`src/rtl/pcie_phy_pkg.sv`:
```
`default_nettype none
// ============================================================================
//  Package : pcie_phy_pkg
//  Purpose : Shared symbol constants and types for the PHY transmit path.
//            K28.5 COM, K28.0 SKP and D0.0 logical idle byte codes, the
//            scheduler state encoding and the {byte, K-flag} symbol type.
//  Ports   : none (package)
//  Rev     : 1.0  initial release
// ============================================================================
package pcie_phy_pkg;

  localparam logic [7:0] K28_5_COM = 8'hBC;
  localparam logic [7:0] K28_0_SKP = 8'h1C;
  localparam logic [7:0] D0_0_IDLE = 8'h00;

  typedef enum logic [1:0] {
    S_OFF  = 2'd0,
    S_IDLE = 2'd1,
    S_DATA = 2'd2,
    S_SKP  = 2'd3
  } tx_sched_state_e;

  typedef struct packed {
    logic [7:0] sym;
    logic       k;
  } tx_sym_t;

endpackage
`default_nettype wire

```
`src/rtl/tx_skp_scheduler_timer.sv`:
```
`default_nettype none
// ============================================================================
//  Module  : skp_interval_timer
//  Purpose : Counts emitted symbols modulo INTERVAL and keeps a saturating
//            count of SKP ordered sets that are due but not yet sent.
//  Ports   : clk_i   in  clock
//            rst_i   in  asynchronous active-high reset
//            tick    in  a symbol is emitted this cycle
//            dec     in  an ordered set completes this cycle
//            clr     in  synchronous clear of counter and pending count
//            pend_nz out at least one ordered set is pending
//  Rev     : 1.0  initial release
// ============================================================================
module skp_interval_timer #(
  parameter int INTERVAL = 1180,
  parameter int PEND_W   = 2
) (
  input  logic clk_i,
  input  logic rst_i,
  input  logic tick,
  input  logic dec,
  input  logic clr,
  output logic pend_nz
);

  localparam int              c_CNT_W    = (INTERVAL > 1) ? $clog2(INTERVAL) : 1;
  localparam logic [PEND_W-1:0] c_PEND_MAX = '1;

  logic [c_CNT_W-1:0] r_cnt;
  logic [PEND_W-1:0]  r_pend;
  logic               w_expire;

  assign w_expire = tick && (r_cnt == c_CNT_W'(INTERVAL - 1));
  assign pend_nz  = |r_pend;

  always_ff @(posedge clk_i or posedge rst_i) begin
    if (rst_i) begin
      r_cnt  <= '0;
      r_pend <= '0;
    end else if (clr) begin
      r_cnt  <= '0;
      r_pend <= '0;
    end else begin
      if (tick) begin
        r_cnt <= w_expire ? '0 : r_cnt + c_CNT_W'(1);
      end
      // An expiry coinciding with a completed ordered set cancels out.
      // An expiry while saturated is dropped.
      case ({w_expire, dec})
        2'b10: if (r_pend != c_PEND_MAX) r_pend <= r_pend + 1'b1;
        2'b01: if (r_pend != '0)         r_pend <= r_pend - 1'b1;
        default: ;
      endcase
    end
  end

endmodule
`default_nettype wire

```
`src/rtl/tx_skp_scheduler.sv`:
```
`default_nettype none
// ============================================================================
//  Module  : tx_skp_scheduler
//  Purpose : Picks one symbol per cycle for the 8b/10b encoder: packet data,
//            D0.0 logical idle, or a SKP ordered set (COM + SKP_LEN SKPs).
//            Ordered sets are scheduled every SKP_INTERVAL symbols and are
//            only inserted between packets.
//  Ports   : clk_i, rst_i (async, active-high)
//            en_i                link TX enable
//            data_valid_i/data_i/data_k_i/data_eop_i   upstream symbol
//            data_ready_o        upstream accept (combinational)
//            sym_o/sym_k_o/sym_valid_o   registered symbol to encoder
//            skp_sent_o          pulse with the COM of each ordered set
//            underrun_o          pulse when idle fills a packet gap
//  Rev     : 1.0  initial release
// ============================================================================
module tx_skp_scheduler
  import pcie_phy_pkg::*;
#(
  parameter int SKP_INTERVAL = 1180,
  parameter int SKP_LEN      = 3,
  parameter int PEND_W       = 2
) (
  input  logic       clk_i,
  input  logic       rst_i,
  input  logic       en_i,
  input  logic       data_valid_i,
  input  logic [7:0] data_i,
  input  logic       data_k_i,
  input  logic       data_eop_i,
  output logic       data_ready_o,
  output logic [7:0] sym_o,
  output logic       sym_k_o,
  output logic       sym_valid_o,
  output logic       skp_sent_o,
  output logic       underrun_o
);

  localparam logic [1:0] c_IDX_LAST = 2'(SKP_LEN - 1);

  tx_sched_state_e r_state;
  logic [1:0]      r_skp_idx;
  tx_sym_t         r_sym;
  logic            r_sym_valid;
  logic            r_skp_sent;
  logic            r_underrun;

  logic w_pend_nz;
  logic w_ready;
  logic w_accept;
  logic w_tick;
  logic w_dec;
  logic w_idx_last;

  always_comb begin
    w_ready = 1'b0;
    case (r_state)
      S_IDLE:  w_ready = en_i && !w_pend_nz;
      S_DATA:  w_ready = en_i;
      default: w_ready = 1'b0;
    endcase
  end

  assign w_accept   = data_valid_i && w_ready;
  assign w_idx_last = (r_skp_idx == c_IDX_LAST);
  // Every enabled cycle outside S_OFF loads a valid symbol.
  assign w_tick     = en_i && (r_state != S_OFF);
  assign w_dec      = en_i && (r_state == S_SKP) && w_idx_last;

  skp_interval_timer #(
    .INTERVAL (SKP_INTERVAL),
    .PEND_W   (PEND_W)
  ) u_timer (
    .clk_i   (clk_i),
    .rst_i   (rst_i),
    .tick    (w_tick),
    .dec     (w_dec),
    .clr     (!en_i),
    .pend_nz (w_pend_nz)
  );

  always_ff @(posedge clk_i or posedge rst_i) begin
    if (rst_i) begin
      r_state     <= S_OFF;
      r_skp_idx   <= '0;
      r_sym       <= '0;
      r_sym_valid <= 1'b0;
      r_skp_sent  <= 1'b0;
      r_underrun  <= 1'b0;
    end else if (!en_i) begin
      // Disable abandons any packet and truncates any ordered set.
      r_state     <= S_OFF;
      r_skp_idx   <= '0;
      r_sym       <= '0;
      r_sym_valid <= 1'b0;
      r_skp_sent  <= 1'b0;
      r_underrun  <= 1'b0;
    end else begin
      r_sym_valid <= 1'b1;
      r_skp_sent  <= 1'b0;
      r_underrun  <= 1'b0;
      case (r_state)
        S_OFF: begin
          r_sym_valid <= 1'b0;
          r_sym       <= '0;
          r_state     <= S_IDLE;
        end
        S_IDLE: begin
          if (w_pend_nz) begin
            r_sym      <= tx_sym_t'{sym: K28_5_COM, k: 1'b1};
            r_skp_sent <= 1'b1;
            r_state    <= S_SKP;
          end else if (w_accept) begin
            r_sym <= tx_sym_t'{sym: data_i, k: data_k_i};
            if (!data_eop_i) r_state <= S_DATA;
          end else begin
            r_sym <= tx_sym_t'{sym: D0_0_IDLE, k: 1'b0};
          end
        end
        S_DATA: begin
          // Pending SKPs wait here; a packet is never split.
          if (w_accept) begin
            r_sym <= tx_sym_t'{sym: data_i, k: data_k_i};
            if (data_eop_i) r_state <= S_IDLE;
          end else begin
            r_sym      <= tx_sym_t'{sym: D0_0_IDLE, k: 1'b0};
            r_underrun <= 1'b1;
          end
        end
        S_SKP: begin
          r_sym <= tx_sym_t'{sym: K28_0_SKP, k: 1'b1};
          if (w_idx_last) begin
            r_skp_idx <= '0;
            r_state   <= S_IDLE;
          end else begin
            r_skp_idx <= r_skp_idx + 2'd1;
          end
        end
        default: r_state <= S_OFF;
      endcase
    end
  end

  assign data_ready_o = w_ready;
  assign sym_o        = r_sym.sym;
  assign sym_k_o      = r_sym.k;
  assign sym_valid_o  = r_sym_valid;
  assign skp_sent_o   = r_skp_sent;
  assign underrun_o   = r_underrun;

endmodule
`default_nettype wire

```
`config.mk`:
```
export PLATFORM = sky130hd
export DESIGN_NAME = tx_skp_scheduler
export DESIGN_NICKNAME = d
export VERILOG_FILES = /design/src/rtl/pcie_phy_pkg.sv /design/src/rtl/tx_skp_scheduler_timer.sv /design/src/rtl/tx_skp_scheduler.sv
export SDC_FILE = /design/constraint.sdc
export NUM_CORES = 1
export LEC_CHECK = 0
export ABC_AREA = 1
export CORE_MARGIN = 8
export CORE_UTILIZATION = 50
export DETAILED_ROUTE_END_ITERATION = 8
export PLACE_DENSITY_LB_ADDON = 0.05
export SYNTH_ARGS = -nofsm -noshare
export SYNTH_HDL_FRONTEND = slang
export SYNTH_SLANG_ARGS = --single-unit
```
`constraint.sdc`:
```
create_clock -name clk_i -period 4.8 [get_ports clk_i]
set_clock_uncertainty 0.2 [all_clocks]
set_input_delay 0.96 -clock clk_i [delete_from_list [all_inputs] [get_ports clk_i]]
set_output_delay 0.96 -clock clk_i [all_outputs]
set_load 0.03 [all_outputs]
```
* Word-level counts from Yosys, hierarchy flattened
Index checks and enable logic that the tools add are counted.
** Word-level totals
- Latch bits :: 0
- Register bits after elaboration :: 29
- ROM bits :: 0
- Output and inout port bits :: 13
- Memories :: 0
- Input port bits :: 14
- Word-level logic and storage cells :: 75
- Bits in writable memories :: 0
** Cells by class
- Shift operators :: 0
- Equality and inequality tests :: 18
- Div/mod/pow operators :: 0
- Bitwise logic cells :: 0
- Multipliers :: 0
- Reduce and logical (&&, ||, !) cells :: 13
- Order comparisons :: 0
- Add/subtract/negate cells :: 4
- Mux-type cells :: 31
** Operator list (count)
- one-hot mux 9 bit (4 select lines) :: 1
- 2-to-1 mux 11 bit :: 3
- 2-to-1 mux 9 bit :: 3
- 2-to-1 mux 2 bit :: 13
- adder 11 x 1 -> 11 bit (second input constant) :: 1
- equality test 11 bit (second input constant) :: 1
- inequality test 3 bit (second input constant) :: 3
- equality test 2 bit (second input constant) :: 4
- 2-to-1 mux 1 bit :: 8
- inequality test 4 bit (second input constant) :: 2
- one-hot mux 2 bit (4 select lines) :: 1
- logical AND 1 bit :: 6
- inequality test 3 x 2 -> 1 bit (second input constant) :: 2
- AND reduction 5 bit :: 1
- adder 2 x 1 -> 2 bit (second input constant) :: 2
- equality test 2 x 1 -> 1 bit (second input constant) :: 2
- inequality test 2 x 1 -> 1 bit (second input constant) :: 2
- one-hot mux 2 bit (2 select lines) :: 1
- nonzero test 2 bit :: 2
- inequality test 3 x 1 -> 1 bit (second input constant) :: 1
- AND reduction 3 bit :: 1
- logical NOT 2 bit :: 1
- inequality test 2 bit (second input constant) :: 1
- one-hot mux 1 bit (2 select lines) :: 1
- 3 further kinds :: 3

* Logic depth before layout (Yosys ltp)
- Depth in word-level cells :: 9
- Gate-level depth with buffers :: 12

* Hierarchy
From an unflattened synthesis, not the netlist that was laid out.
** Second synthesis, totals
- Cells, all modules :: 189
- Area total of the unflattened synthesis :: 1541.5 um^2
** By module, submodules not included
- tx_skp_scheduler :: cells an instance 86, area each 789.5 um^2, times used 1
- skp_interval_timer :: cells an instance 103, area each 752.0 um^2, times used 1

* Worst setup path before layout
OpenSTA, ideal clock, no wires.
- Path type :: input-to-output
- From :: in en_i
- To :: out data_ready_o
- Path buffers :: 2
- Stages on the path :: 3
- Data arrival time :: 1.404 ns
- Slack :: 2.236 ns
- Cell sequence :: buf_6 and3_1 buf_4
** Between the ends
- Word-level cells in the longest chain between the ends :: 2
** RTL lines
- start, declared :: line tx_skp_scheduler.sv:26 : input logic en_i,
- logical AND 1 bit :: line tx_skp_scheduler.sv:58 : S_IDLE: w_ready = en_i && !w_pend_nz;
- one-hot mux 1 bit (2 select lines) * :: line tx_skp_scheduler.sv:57 : case (r_state)
- end, declared :: line tx_skp_scheduler.sv:31 : output logic data_ready_o,
Mark *: on every way between the ends. The rest lies on a longest branch, timed or not.

* Worst setup path after layout
Ends and elaborated chain as after synthesis.

==> results.json <==
{
  "ys_types": 32,
  "syn_nets": 212,
  "seqPwrFrac": 0.383,
  "gp_congestion": 0.815,
  "max-slew-margin-rel": 0.273,
  "clock_latency_ns": 0.34,
  "grt_start_max_net_pins": 30,
  "syn-instance-count": 193,
  "synth-edff-count": 0,
  "hold_class": "reg -> reg",
  "clk_path_buf_depth": 2,
  "dpl_cell_area_mm2": 0.00193,
  "cts_num_sinks": 29,
  "grt_use_total": 0.145,
  "floorplan.initialDensity": 0.529,
  "rsz0062_at_grt": "false",
  "power_switching_share": 0.398,
  "yosys.cell_count.top_type": "nand2_1",
  "synth_seq_area_share": 0.446,
  "critPathArrivalTime_ns": 2.63,
  "vias": 1378,
  "netlist_area_mm2": 0.00163,
  "tightest_slew_ns": 1.09,
  "multiInputGateArea_um2": 781,
  "cp_max_fo": 11,
  "syn_area_per_cell_um2": 8.43,
  "dp.cells": 261,
  "yosysWarnings": 0,
  "hold_viol": 0,
  "fin_nets": 243,
  "synth.top_cells.by_area": "dfrtp_1 45%, nand2_1 9.7%, inv_1 4.4%",
  "vdd_drop_max_mv": 0.241,
  "ant_nets": 0,
  "pwr_density_cell_mw_per_mm2": 400,
  "ys_ff_latch": 29,
  "vias_per_cell": 5.12,
  "totalWireLength_mm": 3.49,
  "drtIter0Drc": 117,
  "hold_buffers": 0,
  "synth_flop_cell": "dfrtp_1",
  "ctsResizeCount": 0,
  "stdcell_count": 269,
  "intPower_uw": 481,
  "drive_gt1_frac": 0.173,
  "syn_to_final_growth_pct": 22.7,
  "core_area_mm2": 0.00308,
  "post-route-period-util": 0.790,
  "combPwrFrac": 0.402,
  "maxCapViolCount": 0,
  "yosys-top-cells-count": "42 x nand2_1, 29 x dfrtp_1, 19 x inv_1, 18 x nor2_1",
  "clkTransAtPathRegs_ns": 0.09,
  "num-fill-cells": 269,
  "grt_pass1_vias": 1383,
  "p_leak_nw": 0.929,
  "numCtsBuffers": 5,
  "post-dp-hpwl_mm": 2.70,
  "start_kind": "input port",
  "antenna_found_initial": 0,
  "port_buffers": 26,
  "grt_overflow_total": 0,
  "drc": 0,
  "setup_violations": 0,
  "async_reset_ff_frac": 1.00,
  "wl_per_cell_um": 13.0,
  "fin_util": 0.649,
  "boundaryPins": 27,
  "fmax_mhz": 264,
  "dr.pass1.iters": 4,
  "cp.required_ns": 3.64,
  "num_antenna_cells": 0,
  "outcome": "completed",
  "die_area_mm2": 0.00534,
  "path_class": "in -> out",
  "grt_first_pass_wirelength_mm": 6.07,
  "power.share.clock": 0.214,
  "yosys.area.top_type_share": 0.446,
  "slew_viol_final": 0,
  "p_total_uw": 799,
  "setup_tns_ns": 0,
  "die_height_um": 73.1,
  "yosysTopAreaCell": "dfrtp_1",
  "root_buffer": "clkbuf_4",
  "die_w_um": 73.1,
  "regArea_um2": 726,
  "crit_path_end_kind": "output port",
  "cts_setup_buffers": 0,
  "design_area_mm2": 0.00200,
  "rows": 20,
  "fin_crit_ns": 3.79,
  "cts_max_level": 2,
  "cts_tree": "yes",
  "switching_power_uw": 318
}
[registers in the layout (all words and copies together) (netlist names)]
| signal | cells |
|---|---|
| underrun_o | 1 |
| u_timer.r_cnt | 11 |
| skp_sent_o | 1 |
| r_skp_idx | 2 |
| sym_o | 8 |
| sym_valid_o | 1 |
| r_state | 2 |
| sym_k_o | 1 |
| u_timer.r_pend | 2 |
[metrics by stage]
step           worst slack (ns)  hold WS (ns)
6_report                   1.01         0.340
5_1_grt                   0.922         0.366
4_1_cts                    1.02         0.342
3_5_place_dp               1.02         0.330
3_3_place_gp               1.04         0.316
2_1_floorplan              2.24         0.287
[logic make-up after synthesis]
kind of cell	synth area share
simple gates	0.314
compound gates	0.106
buf+inv	0.0746
flops	0.446
fa+ha+maj	0.0384
xor+xnor	0.0215
[per-layer routing]
layer  track usage  wire length (um)  vias to the layer above
li1              -                 -                      690
met1         0.168              1600                      652
met2         0.238              1650                       28
met3        0.0412               174                        8
met4        0.0733                69                        0
met5             0                 0                        -
[cell usage in the layout (no fill, tap or decap), drive strengths merged]
cell type / instances
ha: 5
nand3: 12
a22o: 1
nor3: 4
dfrtp: 29
clkbuf: 7
nand2: 51
or2: 1
inv: 26
nand3b: 1
a21oi: 9
o22ai: 9
nor2: 24
nand4: 3
a211oi: 1
clkinv: 1
clkdlybuf4s50: 26
buf: 1
xor2: 4
and3: 1
o21ai: 8
o31ai: 1
[cell type report]
class / instances / share of cell area
clock inverter: 1 / 0.00251
timing repair buffer: 27 / 0.134
tap: 44 / 0.0276
multi-input combinational: 135 / 0.391
inverter: 26 / 0.0489
clock buffer: 7 / 0.0326
sequential: 29 / 0.363
[worst max-delay path, stage by stage]
cell and delay (ns):
clkdlybuf4s50_1 0.46, buf_4 0.18, and3_1 0.31, clkdlybuf4s50_1 0.72
[worst paths after layout]
| check | from | to | slack, ns | cells past startpoint |
|---|---|---|---|---|
| worst max-delay path | en_i | data_ready_o | 1.01 | 4 |
| worst min-delay path | u_timer.r_cnt[0] | u_timer.r_cnt[0] | 0.34 | 1 |
| worst max register to register | r_state[0] | u_timer.r_pend[0] | 2.89 | 10 |
| worst min register to register | u_timer.r_cnt[0] | u_timer.r_cnt[0] | 0.34 | 1 |
| max in group asynchronous | rst_i | r_skp_idx[0] | 2.75 | 2 |
| min in group asynchronous | rst_i | sym_o[0] | 0.99 | 2 |
[power by group through the flow]
stage	Combinational, mW	Sequential (mW)	Clock [mW]
after detailed placement	0.321	0.311	0
after global placement	0.308	0.308	0
after global routing	0.357	0.310	0.187
after CTS	0.322	0.306	0.175
final	0.321	0.306	0.171
after floorplan	0.202	0.337	0
Note: power is estimated with default switching activity, not from simulation.
